[config.mk]
export PLATFORM = sky130hd
export DESIGN_NAME = rnn_seq_ctrl
export DESIGN_NICKNAME = d
export VERILOG_FILES = /design/src/rtl/rnn_seq_ctrl.sv
export SDC_FILE = /design/constraint.sdc
export NUM_CORES = 1
export LEC_CHECK = 0
export CAP_MARGIN = 25
export CORE_MARGIN = 4
export CORE_UTILIZATION = 46
export CTS_CLUSTER_DIAMETER = 40
export DETAILED_ROUTE_END_ITERATION = 12
export HOLD_SLACK_MARGIN = 0.1
export PLACE_DENSITY = 0.75
export SLEW_MARGIN = 40
export SYNTH_ARGS = -nofsm -noshare
export SYNTH_HDL_FRONTEND = slang
export SYNTH_SLANG_ARGS = --single-unit
[constraint.sdc]
create_clock -name clk -period 2 [get_ports clk]
set_input_delay 0.6 -clock clk [delete_from_list [all_inputs] [get_ports clk]]
set_output_delay 0.6 -clock clk [all_outputs]
set_load 0.02 [all_outputs]
[src/rtl/rnn_seq_ctrl.sv]
// Sequencer for a chain of RNN compute stages. Starts each stage in turn, waits for
// its completion, strobes recurrent state capture, and tracks frames, timeouts and
// overruns. All strobes are registered one-cycle pulses except stage_start_o, which
// is decoded from the ISSUE state.
module rnn_seq_ctrl #(
  parameter int unsigned                  NUM_STAGES = 6,
  parameter int unsigned                  IDX_W      = 3,
  parameter logic [NUM_STAGES-1:0]        STATE_MASK = 6'b011010,
  parameter int unsigned                  TIMEOUT_W  = 16,
  parameter int unsigned                  TIMEOUT    = 4096,
  parameter int unsigned                  CNT_W      = 16
) (
  input  logic                  clk,
  input  logic                  rst_n,
  input  logic                  start_i,
  input  logic                  abort_i,
  input  logic                  state_clear_i,
  input  logic [NUM_STAGES-1:0] stage_valid_i,
  output logic [NUM_STAGES-1:0] stage_start_o,
  output logic [NUM_STAGES-1:0] state_load_o,
  output logic                  state_clr_o,
  output logic                  busy_o,
  output logic                  frame_done_o,
  output logic                  timeout_err_o,
  output logic [IDX_W-1:0]      err_stage_o,
  output logic                  overrun_o,
  output logic [CNT_W-1:0]      frame_cnt_o
);

  typedef enum logic [1:0] {StIdle, StIssue, StWait} state_e;

  localparam logic [IDX_W-1:0]     LastIdx = IDX_W'(NUM_STAGES - 1);
  // Compare value for the last permitted WAIT cycle; unused when TIMEOUT is 0.
  localparam logic [TIMEOUT_W-1:0] TmoLast = TIMEOUT_W'(TIMEOUT - 1);

  state_e                  st_q, st_d;
  logic [IDX_W-1:0]        idx_q, idx_d;
  logic [TIMEOUT_W-1:0]    tmo_q, tmo_d;
  logic [NUM_STAGES-1:0]   load_q, load_d;
  logic                    done_q, done_d;
  logic                    clr_q, clr_d;
  logic                    pend_q, pend_d;
  logic [CNT_W-1:0]        cnt_q, cnt_d;
  logic                    terr_q, terr_d;
  logic [IDX_W-1:0]        estage_q, estage_d;
  logic                    ovr_q, ovr_d;

  // State register; reset abandons any frame and drops a pending clear request.
  always_ff @(posedge clk or negedge rst_n) begin
    if (!rst_n) begin
      st_q     <= StIdle;
      idx_q    <= '0;
      tmo_q    <= '0;
      load_q   <= '0;
      done_q   <= 1'b0;
      clr_q    <= 1'b0;
      pend_q   <= 1'b0;
      cnt_q    <= '0;
      terr_q   <= 1'b0;
      estage_q <= '0;
      ovr_q    <= 1'b0;
    end else begin
      st_q     <= st_d;
      idx_q    <= idx_d;
      tmo_q    <= tmo_d;
      load_q   <= load_d;
      done_q   <= done_d;
      clr_q    <= clr_d;
      pend_q   <= pend_d;
      cnt_q    <= cnt_d;
      terr_q   <= terr_d;
      estage_q <= estage_d;
      ovr_q    <= ovr_d;
    end
  end

  // Next-state logic: abort beats stage completion, completion beats timeout.
  always_comb begin
    st_d     = st_q;
    idx_d    = idx_q;
    tmo_d    = tmo_q;
    load_d   = '0;
    done_d   = 1'b0;
    clr_d    = 1'b0;
    pend_d   = pend_q;
    cnt_d    = cnt_q;
    terr_d   = terr_q;
    estage_d = estage_q;
    ovr_d    = ovr_q;

    if (st_q != StIdle) begin
      if (start_i)       ovr_d  = 1'b1;
      if (state_clear_i) pend_d = 1'b1;
    end

    unique case (st_q)
      StIdle: begin
        if (state_clear_i || pend_q) begin
          clr_d  = 1'b1;
          pend_d = 1'b0;
        end
        if (start_i) begin
          st_d   = StIssue;
          idx_d  = '0;
          terr_d = 1'b0;
          ovr_d  = 1'b0;
        end
      end
      StIssue: begin
        tmo_d = '0;
        st_d  = abort_i ? StIdle : StWait;
      end
      StWait: begin
        if (abort_i) begin
          st_d = StIdle;
        end else if (stage_valid_i[idx_q]) begin
          load_d[idx_q] = STATE_MASK[idx_q];
          if (idx_q == LastIdx) begin
            st_d   = StIdle;
            done_d = 1'b1;
            cnt_d  = cnt_q + 1'b1;
          end else begin
            st_d  = StIssue;
            idx_d = idx_q + 1'b1;
          end
        end else if ((TIMEOUT != 0) && (tmo_q == TmoLast)) begin
          st_d     = StIdle;
          terr_d   = 1'b1;
          estage_d = idx_q;
        end else begin
          tmo_d = tmo_q + 1'b1;
        end
      end
      default: st_d = StIdle;
    endcase
  end

  // Output decode: stage start is one-hot on idx while in ISSUE.
  always_comb begin
    stage_start_o = '0;
    if (st_q == StIssue) stage_start_o[idx_q] = 1'b1;
  end

  assign busy_o        = (st_q != StIdle);
  assign state_load_o  = load_q;
  assign state_clr_o   = clr_q;
  assign frame_done_o  = done_q;
  assign timeout_err_o = terr_q;
  assign err_stage_o   = estage_q;
  assign overrun_o     = ovr_q;
  assign frame_cnt_o   = cnt_q;

endmodule

==> impl_metrics.env, run 1 <==
export IMPL_core_area_sq_um=5110
export IMPL_yosys_register_bits=51
export IMPL_hpwl_mm=3.89
export IMPL_antenna_found_initial=0
export IMPL_crit_path_start="idx_q[0]"
export IMPL_gr_total_overflow=0
export IMPL_drt_pass1_iter_count=5
export IMPL_crit_required_ns=2.25
export IMPL_detail_route_antenna_nets=0
export IMPL_p_per_area_nw_per_um2=687
export IMPL_grt_pass1_wl_mm=9.66
export IMPL_drive_gt1_frac=0.313
export IMPL_synth_edf_count=0
export IMPL_die_area_sq_um=6490
export IMPL_start_kind="register"
export IMPL_synth_area_leader_cell="dfrtp_1"
export IMPL_p_leak_nw=1.74
export IMPL_numCtsBuffers=5
export IMPL_vdd_drop_max_v=0.000546
export IMPL_io_buffers=46
export IMPL_ctsLongestPathBuffers=2
export IMPL_final_area_sq_um=3550
export IMPL_postPlaceCellArea_sq_um=3210
export IMPL_hold_ws_ns=0.253
export IMPL_final_cell_mix="dfrtp_1, buf_4, clkdlybuf4s50_1"
export IMPL_status="finished with violations"
export IMPL_power_mw=2.44
export IMPL_syn_to_final_growth_pct=46.7
export IMPL_max_freq_ghz=0.465
export IMPL_synth_cell_type_count=41
export IMPL_grtUsageTotal=0.190
export IMPL_drt_iter0_drc=114
export IMPL_htree_levels=2
export IMPL_vias_per_cell=5.38
export IMPL_num_antenna_cells=0
export IMPL_path_clk_slew_ns=0.09
export IMPL_start_util=0.474
export IMPL_finalWorstSetupSlack_ns=-0.152
export IMPL_dieHeight_um=80.6
export IMPL_rr_startpoint="idx_q[0]"
export IMPL_rsz0062_at_grt="true"
export IMPL_grt_max_degree=52
export IMPL_register_area_sq_um=1280
export IMPL_clkLatencyLatePin_ns=0.31
export IMPL_totalWireLength_mm=5.94
export IMPL_fin_skew_ns=0.00813
export IMPL_violations="setup timing"
export IMPL_synth_area_leaders="dfrtp_1, xnor2_1, nand2_1, mux2_2, and3_1"
export IMPL_avgSynthCellArea_sq_um=10.5
export IMPL_num_rows=26
export IMPL_gp_congestion=0.826
export IMPL_endpoint_kind="register"
export IMPL_worstSetupPathType="register to register"
export IMPL_finalCriticalPeriod_ns=2.15
export IMPL_ios=47
export IMPL_cap_violations=0
export IMPL_root_buffer="clkbuf_8"
export IMPL_final_common_cell="dfrtp_1"
export IMPL_fin_crit_sh=1.08
export IMPL_multi_input_area_sq_um=1240
export IMPL_fp_dieW_um=80.6
export IMPL_hold_viol=0
export IMPL_hold_buffers=0
export IMPL_cts_tree="built"
export IMPL_ys_seq_area_frac=0.527
export IMPL_holdCritPathClass="primary input to async pin"
export IMPL_utilization=0.696
export IMPL_vias=2114
export IMPL_setup_viol=26
export IMPL_drc=0
export IMPL_ys_flop_type="dfrtp_1"
export IMPL_wl_per_cell_um=15.1
export IMPL_path_max_fanout=6
export IMPL_synth_top_area_frac=0.527
export IMPL_grt_pass1_vias=2136
export IMPL_synth_area_sq_um=2420
export IMPL_yosysWarnings=0
export IMPL_n_fill_cell=400
export IMPL_synthArstFlopShare=1.00
export IMPL_cts_sinks=51
export IMPL_cp_arrival_ns=2.40
export IMPL_final_max_slew_viol_count=0
export IMPL_synthCells=231
export IMPL_layout_nets=337
[sequential cells by signal, summed over array words and instances, names as in the netlist, named ones only]
name / count
frame_done_o: 1
pend_q: 1
state_load_o: 6
idx_q: 3
frame_cnt_o: 16
timeout_err_o: 1
tmo_q: 16
st_q: 2
state_clr_o: 1
err_stage_o: 3
[metrics by stage]
step	setup WS, ns	setup TNS, ns	cells
6_report	-0.152	-1.68	393
3_3_place_gp	-0.709	-19.65	374
5_1_grt	-0.232	-4.25	393
3_5_place_dp	-0.803	-21.03	374
4_1_cts	-0.117	-1.02	391
2_1_floorplan	-0.209	-2.51	233
[cells in the mapped netlist, types with 2 or more instances]
library cell  instances
a21oi_1              11
and2_1                2
and3_1               10
and4_1                3
buf_6                 2
clkbuf_1              4
dfrtp_1              51
ha_1                  4
inv_1                 6
mux2_2                7
nand2_1              24
nand2b_1              2
nand3_1              10
nand4_1               7
nor2_1               16
nor2b_1               4
nor4_1                2
o211ai_1              7
o21ai_0               8
o31ai_1               7
or2_1                 2
or3_1                 4
or4_1                 7
xnor2_1              12
xor2_1                3
[cell type report]
class                   count  share of cell area
flip-flops and latches     51               0.360
multi-input cells         168               0.348
repair buffers             90               0.237
well taps                  70              0.0246
clock buffers               6              0.0204
inverters                   6             0.00634
clock inverters             2             0.00352
[power by group]
| group | leakage (nW) | total, mW | internal (mW) | switching [mW] |
|---|---|---|---|---|
| clock network | 0.0412 | 0.586 | 0.245 | 0.341 |
| logic | 1.01 | 0.723 | 0.362 | 0.361 |
| registers | 0.691 | 1.13 | 1.08 | 0.0511 |
| total | 1.74 | 2.44 | 1.69 | 0.753 |
[what timing repair did]
action	4_1_cts	5_1_grt
gates cloned	3	0
endpoints found under the hold margin	0	0
pin swaps	13	10
buffers inserted	6	2
endpoints found under the setup margin	40	48
gates resized for setup	56	41
[kinds of logic after synthesis]
| logic type | after synthesis | synth area share |
|---|---|---|
| other | 1 | 0.00155 |
| buffers and inverters | 14 | 0.0300 |
| AO/OA/AOI/OAI | 38 | 0.0997 |
| XOR/XNOR | 15 | 0.0542 |
| adder cells (fa/ha/maj) | 4 | 0.0207 |
| AND/OR/NAND/NOR | 99 | 0.224 |
| flip-flops | 51 | 0.527 |
| multiplexers | 9 | 0.0429 |
[worst paths after layout]
check / endpoint / slack [ns] / cells past startpoint
setup / recovery: tmo_q[8] / -0.15 / 7
hold / removal: frame_cnt_o[9] / 0.25 / 2
setup reg to reg: tmo_q[8] / -0.15 / 7
hold reg to reg: frame_cnt_o[15] / 0.49 / 1
max in group asynchronous: idx_q[0] / 1.48 / 2
min in group clk: frame_cnt_o[15] / 0.49 / 1
[worst max-delay path, cell delays in order, from the launching register on]
cell	delay, ns
dfrtp_2	0.48
mux2_4	0.32
a222oi_1	0.33
buf_4	0.19
nand3_4	0.10
buf_6	0.15
or4_4	0.41
a21oi_2	0.12
[routing by layer]
| layer | global-route usage | vias up | wire length, um |
|---|---|---|---|
| met5 | 0 | - | 0 |
| met4 | 0.0574 | 0 | 96 |
| met3 | 0.0504 | 12 | 323 |
| met2 | 0.329 | 65 | 3080 |
| met1 | 0.231 | 1029 | 2440 |
| li1 | - | 1008 | - |
Note: power is estimated with default switching activity, not from simulation.
==> run 2, diff against run 1 <==
--- a/config.mk
+++ b/config.mk
@@ -5,7 +5,7 @@
 export SDC_FILE = /design/constraint.sdc
 export NUM_CORES = 1
 export LEC_CHECK = 0
-export CAP_MARGIN = 25
+export CAP_MARGIN = 0
 export CORE_MARGIN = 4
 export CORE_UTILIZATION = 46
 export CTS_CLUSTER_DIAMETER = 40
==> results of run 2 <==
Final layout, timing and power as in run 1 (identical DEF).
==> run 3, diff against run 2 <==
--- a/config.mk
+++ b/config.mk
@@ -7,11 +7,11 @@
 export LEC_CHECK = 0
 export CAP_MARGIN = 0
 export CORE_MARGIN = 4
-export CORE_UTILIZATION = 46
+export CORE_UTILIZATION = 40
 export CTS_CLUSTER_DIAMETER = 40
 export DETAILED_ROUTE_END_ITERATION = 12
 export HOLD_SLACK_MARGIN = 0.1
-export PLACE_DENSITY = 0.75
+export PLACE_DENSITY = 0.67
 export SLEW_MARGIN = 40
 export SYNTH_ARGS = -nofsm -noshare
 export SYNTH_HDL_FRONTEND = slang
==> run 3 against run 2 <==
  * Fmax decreased by 3.6%
  * Clock-buffer cell count unchanged
  * The run still ends with setup timing left
  * Combinational power about the same
  * Die area increased by 13%
  * Final cell count increased by 1.3%
  * Sequential share of layout area about the same
  * Via count increased by 0.47%
  * Design area about the same
  * Flip-flop and latch count unchanged
  * Largest cell class unchanged
  * Register-to-register slack got worse by 0.08 ns
  * Global-route usage decreased by 2.7 points
==> impl_metrics.env, run 3 (synthesized netlist as in run 1, its figures left out) <==
export IMPL_start_kind="primary input"
export IMPL_ctsLongestPathBuffers=2
export IMPL_totalWireLength_mm=5.83
export IMPL_final_max_slew_viol_count=0
export IMPL_finalCriticalPeriod_ns=2.23
export IMPL_p_leak_nw=1.70
export IMPL_syn_to_final_growth_pct=46.6
export IMPL_start_util=0.412
export IMPL_drive_gt1_frac=0.316
export IMPL_power_mw=2.39
export IMPL_violations="setup timing"
export IMPL_final_area_sq_um=3550
export IMPL_drc=0
export IMPL_vdd_drop_max_v=0.000423
export IMPL_clkLatencyLatePin_ns=0.30
export IMPL_gr_total_overflow=0
export IMPL_grt_pass1_wl_mm=9.58
export IMPL_fin_crit_sh=1.12
export IMPL_io_buffers=46
export IMPL_status="finished with violations"
export IMPL_core_area_sq_um=5890
export IMPL_dr_wl_met2_mm=2.99
export IMPL_num_antenna_cells=0
export IMPL_wl_per_cell_um=14.6
export IMPL_root_buffer="clkbuf_8"
export IMPL_max_freq_ghz=0.448
export IMPL_antenna_found_initial=0
export IMPL_final_cell_mix="dfrtp_1, buf_4, clkdlybuf4s50_1"
export IMPL_hpwl_mm=4.12
export IMPL_cap_violations=0
export IMPL_fin_skew_ns=0.0105
export IMPL_crit_required_ns=2.23
export IMPL_drt_pass1_iter_count=4
export IMPL_gp_congestion=0.791
export IMPL_n_fill_cell=494
export IMPL_final_common_cell="dfrtp_1"
export IMPL_holdCritPathClass="primary input to async pin"
export IMPL_postPlaceCellArea_sq_um=3230
export IMPL_ios=47
export IMPL_r2r_slack_ns=-0.23
export IMPL_top_layer_used="met4"
export IMPL_cts_tree="built"
export IMPL_num_rows=28
export IMPL_setup_viol=25
export IMPL_cts_sinks=51
export IMPL_wl_met1_mm=2.42
export IMPL_fp_dieW_um=85.8
export IMPL_path_clk_slew_ns=0.08
export IMPL_rsz0062_at_grt="true"
export IMPL_vias_per_cell=5.34
export IMPL_numCtsBuffers=5
export IMPL_p_per_area_nw_per_um2=673
export IMPL_vias=2124
export IMPL_hold_viol=0
export IMPL_grtUsageTotal=0.163
export IMPL_cp_arrival_ns=2.46
export IMPL_die_area_sq_um=7370
export IMPL_detail_route_antenna_nets=0
export IMPL_hold_ws_ns=0.276
export IMPL_grt_pass1_vias=2058
export IMPL_dr_wl_met3_um=319
export IMPL_dieHeight_um=85.8
export IMPL_finalWorstSetupSlack_ns=-0.232
export IMPL_layout_nets=339
export IMPL_grt_max_degree=52
export IMPL_htree_levels=2
export IMPL_endpoint_kind="register"
export IMPL_drt_iter0_drc=67
export IMPL_tns_ns=-3.28
export IMPL_pre_cts_ws_ns=-0.707
export IMPL_worstSetupPathType="primary input to register"
export IMPL_path_max_fanout=7
run 3: cell types whose count changed in the layout (fill, tap and decap cells not counted), sizes merged:
cell           change
dlygate4sd2        +2
clkdlybuf4s50      +3
clkdlybuf4s15      -5
clkinvlp           -1
dlymetal6s2s       -3
clkinv             -1
buf                +5
run 3: layout make-up:
type,count,area [sq um],area share
multi-input cells,168,1250,0.353
repair buffers,92,828,0.233
clock buffers,6,72.6,0.0204
well taps,75,93.8,0.0264
flip-flops and latches,51,1280,0.360
inverters,6,22.5,0.00634
run 3: worst max-delay path: stages:
cell           delay (ns)
dlygate4sd2_1        0.24
mux2_4               0.27
a222oi_1             0.41
buf_4                0.18
nand3_2              0.06
buf_6                0.14
buf_6                0.12
or3_1                0.32
a21oi_2              0.13
run 3: worst paths after layout:
kind                            depth (start not counted)             start               to
worst max-delay path                                    9  stage_valid_i[1]        tmo_q[11]
max in group asynchronous                               2             rst_n         idx_q[1]
min in group clk                                        1   frame_cnt_o[15]  frame_cnt_o[15]
worst min-delay path                                    2             rst_n  state_load_o[0]
worst min register to register                          1   frame_cnt_o[15]  frame_cnt_o[15]
worst max register to register                          8          idx_q[0]        tmo_q[11]
run 3: power by group:
| group | internal (mW) | total (mW) | switching (mW) |
|---|---|---|---|
| clock network | 0.234 | 0.544 | 0.310 |
| registers | 1.08 | 1.13 | 0.0462 |
| logic | 0.363 | 0.720 | 0.357 |
run 3: timing repair:
item / 4_1_cts / 5_1_grt
endpoints found under the setup margin: 42 / 47
gates resized for setup: 60 / 39
buffers inserted: 4 / 6
hold buffers: 0 / 0
cloned: 1 / 0
pin swaps: 12 / 9
endpoints found under the hold margin: 0 / 0
run 3: layer usage:
metal | up-vias | global-route usage
met2 | 71 | 0.275
li1 | 1008 | -
met3 | 9 | 0.0346
met1 | 1036 | 0.211
met4 | 0 | 0.0504
met5 | - | 0
run 3: metrics by stage:
stage,utilization,instances
after floorplan,-,233
after global placement,0.549,381
after detailed placement,0.549,381
after CTS,0.577,392
after global routing,0.604,398
final,0.604,398
